**src/rtl/eth_tx_frame.sv**
```systemverilog
// rtl/eth_tx_frame.sv - 10BASE-T Manchester frame transmitter with NLP link pulses
// Defining ETH_TX_PAD_EN enables zero padding of short payloads up to MIN_LEN.
module eth_tx_frame #(
  parameter int ADDR_W         = 10,
  parameter int PREAMBLE_BYTES = 7,
  parameter int LINK_PERIOD    = 320000,
  parameter int TP_IDLE_TICKS  = 6,
  parameter int IPG_TICKS      = 193,
  parameter int MIN_LEN        = 60
) (
  input  logic              clk,
  input  logic              rst_n,
  input  logic              clk_en,
  input  logic              start,
  input  logic [ADDR_W:0]   frame_len,
  input  logic [ADDR_W-1:0] base_addr,
  output logic              tx_p,
  output logic              tx_n,
  output logic              tx_busy,
  output logic              done,
  output logic              bram_rd_en,
  output logic [ADDR_W-1:0] bram_rd_addr,
  input  logic [7:0]        bram_rd_data
);

  localparam int LEN_W   = ADDR_W + 1;
  localparam int LT_W    = (LINK_PERIOD > 1) ? $clog2(LINK_PERIOD) : 1;
  localparam int GAP_MAX = (IPG_TICKS > TP_IDLE_TICKS) ? IPG_TICKS : TP_IDLE_TICKS;
  localparam int GAP_W   = $clog2(GAP_MAX + 1);
  localparam logic [LEN_W-1:0] MAX_LEN = LEN_W'(1 << ADDR_W);

`ifdef ETH_TX_PAD_EN
  typedef enum logic [2:0] {
    S_LINK, S_PREAMBLE, S_SFD, S_DATA, S_PAD, S_FCS, S_TP_IDLE, S_IPG
  } state_t;
`else
  typedef enum logic [2:0] {
    S_LINK, S_PREAMBLE, S_SFD, S_DATA, S_FCS, S_TP_IDLE, S_IPG
  } state_t;
`endif

  state_t             state, state_n;
  logic [3:0]         tick_cnt;
  logic [LEN_W-1:0]   byte_idx, idx_inc, len;
  logic [7:0]         cur_byte, nxt_byte, fetched;
  logic               rd_q, rd_go, byte_end, len_ok;
  logic [31:0]        crc;
  logic [LT_W-1:0]    link_timer;
  logic [GAP_W-1:0]   gap_cnt;
  logic               cur_bit, half_val, line_p, line_n;

  function automatic logic [31:0] crc_step(input logic [31:0] c, input logic b);
    crc_step = {c[30:0], 1'b0} ^ ((c[31] ^ b) ? 32'h04C1_1DB7 : 32'h0);
  endfunction

  assign idx_inc  = byte_idx + LEN_W'(1);
  assign byte_end = clk_en && (tick_cnt == 4'd15);
  // Read data may arrive on the very clock of the byte boundary when clk_en is continuous.
  assign fetched  = rd_q ? bram_rd_data : nxt_byte;
  assign tx_busy  = (state != S_LINK);
  assign rd_go    = (tick_cnt == 4'd13) &&
                    (((state == S_SFD) && (len != '0)) || ((state == S_DATA) && (idx_inc < len)));

`ifdef ETH_TX_PAD_EN
  assign len_ok = 1'b1;
`else
  assign len_ok = (frame_len != '0);
`endif

  always_comb begin
    state_n = state;
    case (state)
      S_LINK:     if (clk_en && start && len_ok) state_n = S_PREAMBLE;
      S_PREAMBLE: if (byte_end && (byte_idx == LEN_W'(PREAMBLE_BYTES - 1))) state_n = S_SFD;
      S_SFD: if (byte_end) begin
`ifdef ETH_TX_PAD_EN
        state_n = (len != '0) ? S_DATA : S_PAD;
`else
        state_n = S_DATA;
`endif
      end
      S_DATA: if (byte_end && (idx_inc >= len)) begin
`ifdef ETH_TX_PAD_EN
        state_n = (idx_inc < LEN_W'(MIN_LEN)) ? S_PAD : S_FCS;
`else
        state_n = S_FCS;
`endif
      end
`ifdef ETH_TX_PAD_EN
      S_PAD:      if (byte_end && (idx_inc >= LEN_W'(MIN_LEN))) state_n = S_FCS;
`endif
      S_FCS:      if (byte_end && (byte_idx == LEN_W'(3))) state_n = S_TP_IDLE;
      S_TP_IDLE:  if (clk_en && (gap_cnt == GAP_W'(TP_IDLE_TICKS - 1))) state_n = S_IPG;
      S_IPG:      if (clk_en && (gap_cnt == GAP_W'(IPG_TICKS - 1))) state_n = S_LINK;
      default:    state_n = S_LINK;
    endcase
  end

  // Line value for the half-bit described by the current state; it reaches tx_p one tick later.
  always_comb begin
    cur_bit = cur_byte[tick_cnt[3:1]];
    if (state == S_FCS) cur_bit = ~crc[31];
    half_val = tick_cnt[0] ? cur_bit : ~cur_bit;
    line_p   = half_val;
    case (state)
      S_LINK:    line_p = (link_timer == '0);
      S_TP_IDLE: line_p = 1'b1;
      S_IPG:     line_p = 1'b0;
      default:   line_p = half_val;
    endcase
    line_n = ((state == S_LINK) || (state == S_IPG)) ? 1'b0 : ~line_p;
  end

  always_ff @(posedge clk or negedge rst_n) begin
    if (!rst_n) state <= S_LINK;
    else        state <= state_n;
  end

  always_ff @(posedge clk or negedge rst_n) begin
    if (!rst_n) begin
      tx_p         <= 1'b0;
      tx_n         <= 1'b0;
      done         <= 1'b0;
      bram_rd_en   <= 1'b0;
      bram_rd_addr <= '0;
      rd_q         <= 1'b0;
      nxt_byte     <= '0;
      cur_byte     <= '0;
      len          <= '0;
      byte_idx     <= '0;
      tick_cnt     <= '0;
      gap_cnt      <= '0;
      crc          <= '0;
      link_timer   <= '0;
    end else begin
      done       <= 1'b0;
      bram_rd_en <= 1'b0;
      rd_q       <= bram_rd_en;
      if (bram_rd_en) bram_rd_addr <= bram_rd_addr + ADDR_W'(1);
      if (rd_q) nxt_byte <= bram_rd_data;
      if (clk_en) begin
        link_timer <= (link_timer == LT_W'(LINK_PERIOD - 1)) ? '0 : link_timer + LT_W'(1);
        tx_p       <= line_p;
        tx_n       <= line_n;
        if (rd_go) bram_rd_en <= 1'b1;
        if ((state == S_LINK) || (state == S_TP_IDLE) || (state == S_IPG)) tick_cnt <= '0;
        else tick_cnt <= tick_cnt + 4'd1;
        case (state)
          S_LINK: if (state_n == S_PREAMBLE) begin
            len          <= (frame_len > MAX_LEN) ? MAX_LEN : frame_len;
            bram_rd_addr <= base_addr;
            crc          <= 32'hFFFF_FFFF;
            byte_idx     <= '0;
            cur_byte     <= 8'h55;
            gap_cnt      <= '0;
          end
          S_PREAMBLE: if (byte_end) begin
            if (state_n == S_SFD) begin
              byte_idx <= '0;
              cur_byte <= 8'hD5;
            end else begin
              byte_idx <= idx_inc;
            end
          end
          S_SFD: if (byte_end) begin
            byte_idx <= '0;
            cur_byte <= (state_n == S_DATA) ? fetched : 8'h00;
          end
          S_DATA: begin
            if (tick_cnt[0]) crc <= crc_step(crc, cur_bit);
            if (byte_end) begin
              byte_idx <= (state_n == S_FCS) ? '0 : idx_inc;
              cur_byte <= (state_n == S_DATA) ? fetched : 8'h00;
            end
          end
`ifdef ETH_TX_PAD_EN
          S_PAD: begin
            if (tick_cnt[0]) crc <= crc_step(crc, cur_bit);
            if (byte_end) byte_idx <= (state_n == S_FCS) ? '0 : idx_inc;
          end
`endif
          S_FCS: begin
            if (tick_cnt[0]) crc <= {crc[30:0], 1'b0};
            if (byte_end) byte_idx <= idx_inc;
          end
          S_TP_IDLE: gap_cnt <= (state_n == S_IPG) ? '0 : gap_cnt + GAP_W'(1);
          S_IPG: begin
            if (state_n == S_LINK) begin
              gap_cnt <= '0;
              done    <= 1'b1;
            end else begin
              gap_cnt <= gap_cnt + GAP_W'(1);
            end
          end
          default: ;
        endcase
      end
    end
  end

endmodule
```
**config.mk**
```make
export PLATFORM = sky130hd
export DESIGN_NAME = eth_tx_frame
export DESIGN_NICKNAME = d
export VERILOG_FILES = /design/src/rtl/eth_tx_frame.sv
export SDC_FILE = /design/constraint.sdc
export NUM_CORES = 1
export LEC_CHECK = 0
export ABC_AREA = 1
export BUFFER_PORTS_ARGS = -buffer_cell sky130_fd_sc_hd__buf_2
export CELL_PAD_IN_SITES_DETAIL_PLACEMENT = 0
export CELL_PAD_IN_SITES_GLOBAL_PLACEMENT = 1
export CORE_ASPECT_RATIO = 0.75
export CORE_MARGIN = 8
export CORE_UTILIZATION = 41
export DETAILED_ROUTE_END_ITERATION = 8
export PLACE_DENSITY = 0.85
export SLEW_MARGIN = 5
export SYNTH_ARGS = -nofsm -noshare
export SYNTH_HDL_FRONTEND = slang
export SYNTH_SLANG_ARGS = --single-unit
```
**constraint.sdc**
```tcl
create_clock -name clk -period 3.25 [get_ports clk]
set_clock_uncertainty 0.15 [all_clocks]
set_input_delay 0.4875 -clock clk [delete_from_list [all_inputs] [get_ports clk]]
set_output_delay 0.4875 -clock clk [all_outputs]
set_load 0.02 [all_outputs]
```
==> flow_metrics.tcl <==
set metrics [dict create \
    synth-seq-cells 119 \
    wl_per_cell_um 14.2 \
    rows 40 \
    ir_drop_mv 0.560 \
    pwr-share-seq_pct 29.2 \
    diodes 0 \
    status "finished clean" \
    switching_power_w 0.00334 \
    yosysMostFrequentCell "nand2_1" \
    cts_tree "yes" \
    first_global_vias 5429 \
    drt_iter0_drc 517 \
    drv_slew 0 \
    worstSetupPathType "reg -> reg" \
    fin_crit_sh_pct 99.4 \
    cts_buffers 17 \
    drc 0 \
    dp_hpwl_um 11200 \
    fillers 1499 \
    fin_nets 994 \
    wl_um 16500 \
    grt_max_degree 51 \
    cts_sinks 119 \
    die_h_um 127 \
    pwr-share-comb_pct 46.1 \
    dr.pass1.iters 5 \
    leakage_nw 4.26 \
    postSynth.asyncResetShare_pct 100 \
    ant_nets 0 \
    cts.path.max_buffers 2 \
    post-place-ws_ns -0.106 \
    power_density_mw_per_mm2 968 \
    seq_area_frac_synth_pct 44.5 \
    grt_pass1_wl_um 26800 \
    place_congestion 0.809 \
    clock-root-buffer "clkbuf_16" \
    synth_cells 865 \
    synth_nets 919 \
    start_util_pct 41.8 \
    p_clk_share_pct 24.6 \
    crit_path_start_kind "flop" \
    min_period_ns 3.23 \
    antenna_found_initial 1 \
    critPathCaptureType "flop" \
    area_growth_pct 25.4 \
    yosys_warnings 0 \
    crit_required_ns 3.40 \
    grt.overflow.total 0 \
    tns_ns 0 \
    total_power_w 0.00812 \
    chipWidth_um 164 \
    synth_area_leaders "dfrtp_1, nand2_1, inv_1" \
    max-slew-margin-rel_pct 31.7 \
    internal_power_w 0.00478 \
    io_pins 48 \
    io_buffers 47 \
    hold_violations 0 \
    switching_share_pct 41.1 \
    cts.htree.levels 4 \
    finalSetupViolCount 0 \
    worst_slack_ns 0.0182 \
    ys.flop_type "dfrtp_1" \
    max_freq_ghz 0.309 \
    final_util_pct 52.4 \
    synthTopCellsByCount "nand2_1, dfrtp_1, inv_1, nor2_1, nand4_1" \
    via_count 5918 \
    synth_top_area_cell "dfrtp_1" \
    synth_edf_count 0 \
    synth.distinct_cells 42 \
    hold_class "in -> reg" \
    rsz0062_at_grt "yes" \
    dieArea_sq_mm 0.0207 \
    synth_area_sq_mm 0.00669 \
    layout-drive-gt1-share_pct 21.3 \
    cp_max_fo 6 \
    synth_top_area_share_pct 44.5 \
    clk_pin_slew_ns 0.06 \
    clock_latency_ns 0.41 \
    drv_cap 0 \
    viasPerCell 5.09 \
    syn_avg_cell_area_sq_um 7.74 \
    worst_ep_arrival_time_ns 3.38 \
    track_usage_pct 15.8 \
    tightestPinTransition_ns 1.02 \
    fp.coreArea_sq_mm 0.0160 \
]
-- state kept, by name, indices dropped and copies added (netlist names) --
| name | cells |
|---|---|
| tx_p | 1 |
| cur_byte | 8 |
| tx_n | 1 |
| byte_idx | 11 |
| done | 1 |
| nxt_byte | 8 |
| len | 11 |
| rd_q | 1 |
| bram_rd_en | 1 |
| gap_cnt | 8 |
| link_timer | 19 |
| state | 3 |
| bram_rd_addr | 10 |
| tick_cnt | 4 |
| crc | 32 |
-- power groups by stage --
stage,sequential [W],combinational (W),clock (W)
2_1_floorplan,0.00236,0.00201,0
3_3_place_gp,0.00234,0.00295,0
3_5_place_dp,0.00234,0.00298,0
4_1_cts,0.00233,0.00309,0.00203
5_1_grt,0.00244,0.00415,0.00209
6_report,0.00237,0.00375,0.00200
-- worst paths after layout --
check,cells past startpoint,startpoint,to,slack (ns)
setup / recovery,22,byte_idx[0],crc[9],0.02
hold reg to reg,2,tx_p,tx_p,0.32
hold / removal,3,base_addr[4],bram_rd_addr[4],0.13
max in group asynchronous,3,rst_n,gap_cnt[0],1.67
setup reg to reg,22,byte_idx[0],crc[9],0.02
min in group asynchronous,2,rst_n,byte_idx[4],0.40
-- layout make-up --
type,instances,area [sq um],area share (%)
multi-input combinational,610,3410,40.7
inverter,105,394,4.70
clock inverter,12,175,2.09
timing repair buffer,87,717,8.54
tap,210,263,3.13
clock buffer,19,453,5.40
sequential,119,2980,35.5
-- metal layers --
layer / global-route usage, % / wire (um) / up-vias
met2: 21.7 / 6890 / 133
met5: 0 / 13 / -
met1: 23.9 / 8490 / 2787
met3: 4.46 / 1010 / 11
met4: 3.63 / 106 / 2
li1: - / - / 2985
-- kinds of logic after synthesis --
| logic type | count (synthesis) | share of synthesized area [%] |
|---|---|---|
| xor+xnor | 28 | 3.66 |
| flops | 119 | 44.5 |
| compound gates | 93 | 7.91 |
| buf+inv | 137 | 8.02 |
| fa+ha+maj | 21 | 3.93 |
| mux | 8 | 1.35 |
| simple gates | 459 | 30.6 |
-- metrics by stage --
step                      area (sq um)  hold WS, ns  std cells
after floorplan                   6690       0.0419        865
after global placement            7290        0.295       1116
after detailed placement          7290        0.297       1116
after CTS                         7980        0.112       1151
after global routing              8390        0.133       1162
final                             8390        0.130       1162
-- critical path: stages (launching register included) --
cell and delay (ns):
dfrtp_1 0.35, ha_2 0.19, nand2_2 0.07, nor2_4 0.12, nand2_2 0.08, nor2_2 0.13
nand4_1 0.10, xor2_1 0.20, inv_1 0.11, ha_4 0.29, nand2_4 0.05, nor2_4 0.14
nand3_2 0.09, nand4_1 0.11, nand2_2 0.08, nand2_2 0.08, nand3_2 0.08, o21ai_4 0.15
buf_12 0.16, nand2_8 0.09, clkbuf_16 0.22, nand2_2 0.05, o21ai_1 0.05
-- layout by cell type, fill, tap and decap left out, drive strengths merged, types with 4 or more instances in the layout --
master	n
nand2	228
dfrtp	119
inv	105
nor2	97
buf	81
o21ai	63
nand4	56
nand3	42
clkbuf	24
xor2	23
ha	21
a21oi	14
nor3	13
nor4	9
mux2	8
nor3b	6
xnor2	5
clkinv	5
nand3b	4
or2	4
bufinv	4
-- timing repair --
| item | 4_1_cts | 5_1_grt |
|---|---|---|
| hold endpoints to repair | 28 | 0 |
| pin swaps | 2 | 12 |
| buffers inserted | 3 | 2 |
| hold buffers | 1 | 0 |
| gates resized for setup | 6 | 61 |
| setup endpoints to repair | 58 | 60 |
| cloned | 0 | 9 |
No activity file was read; power rests on OpenSTA's default activity.
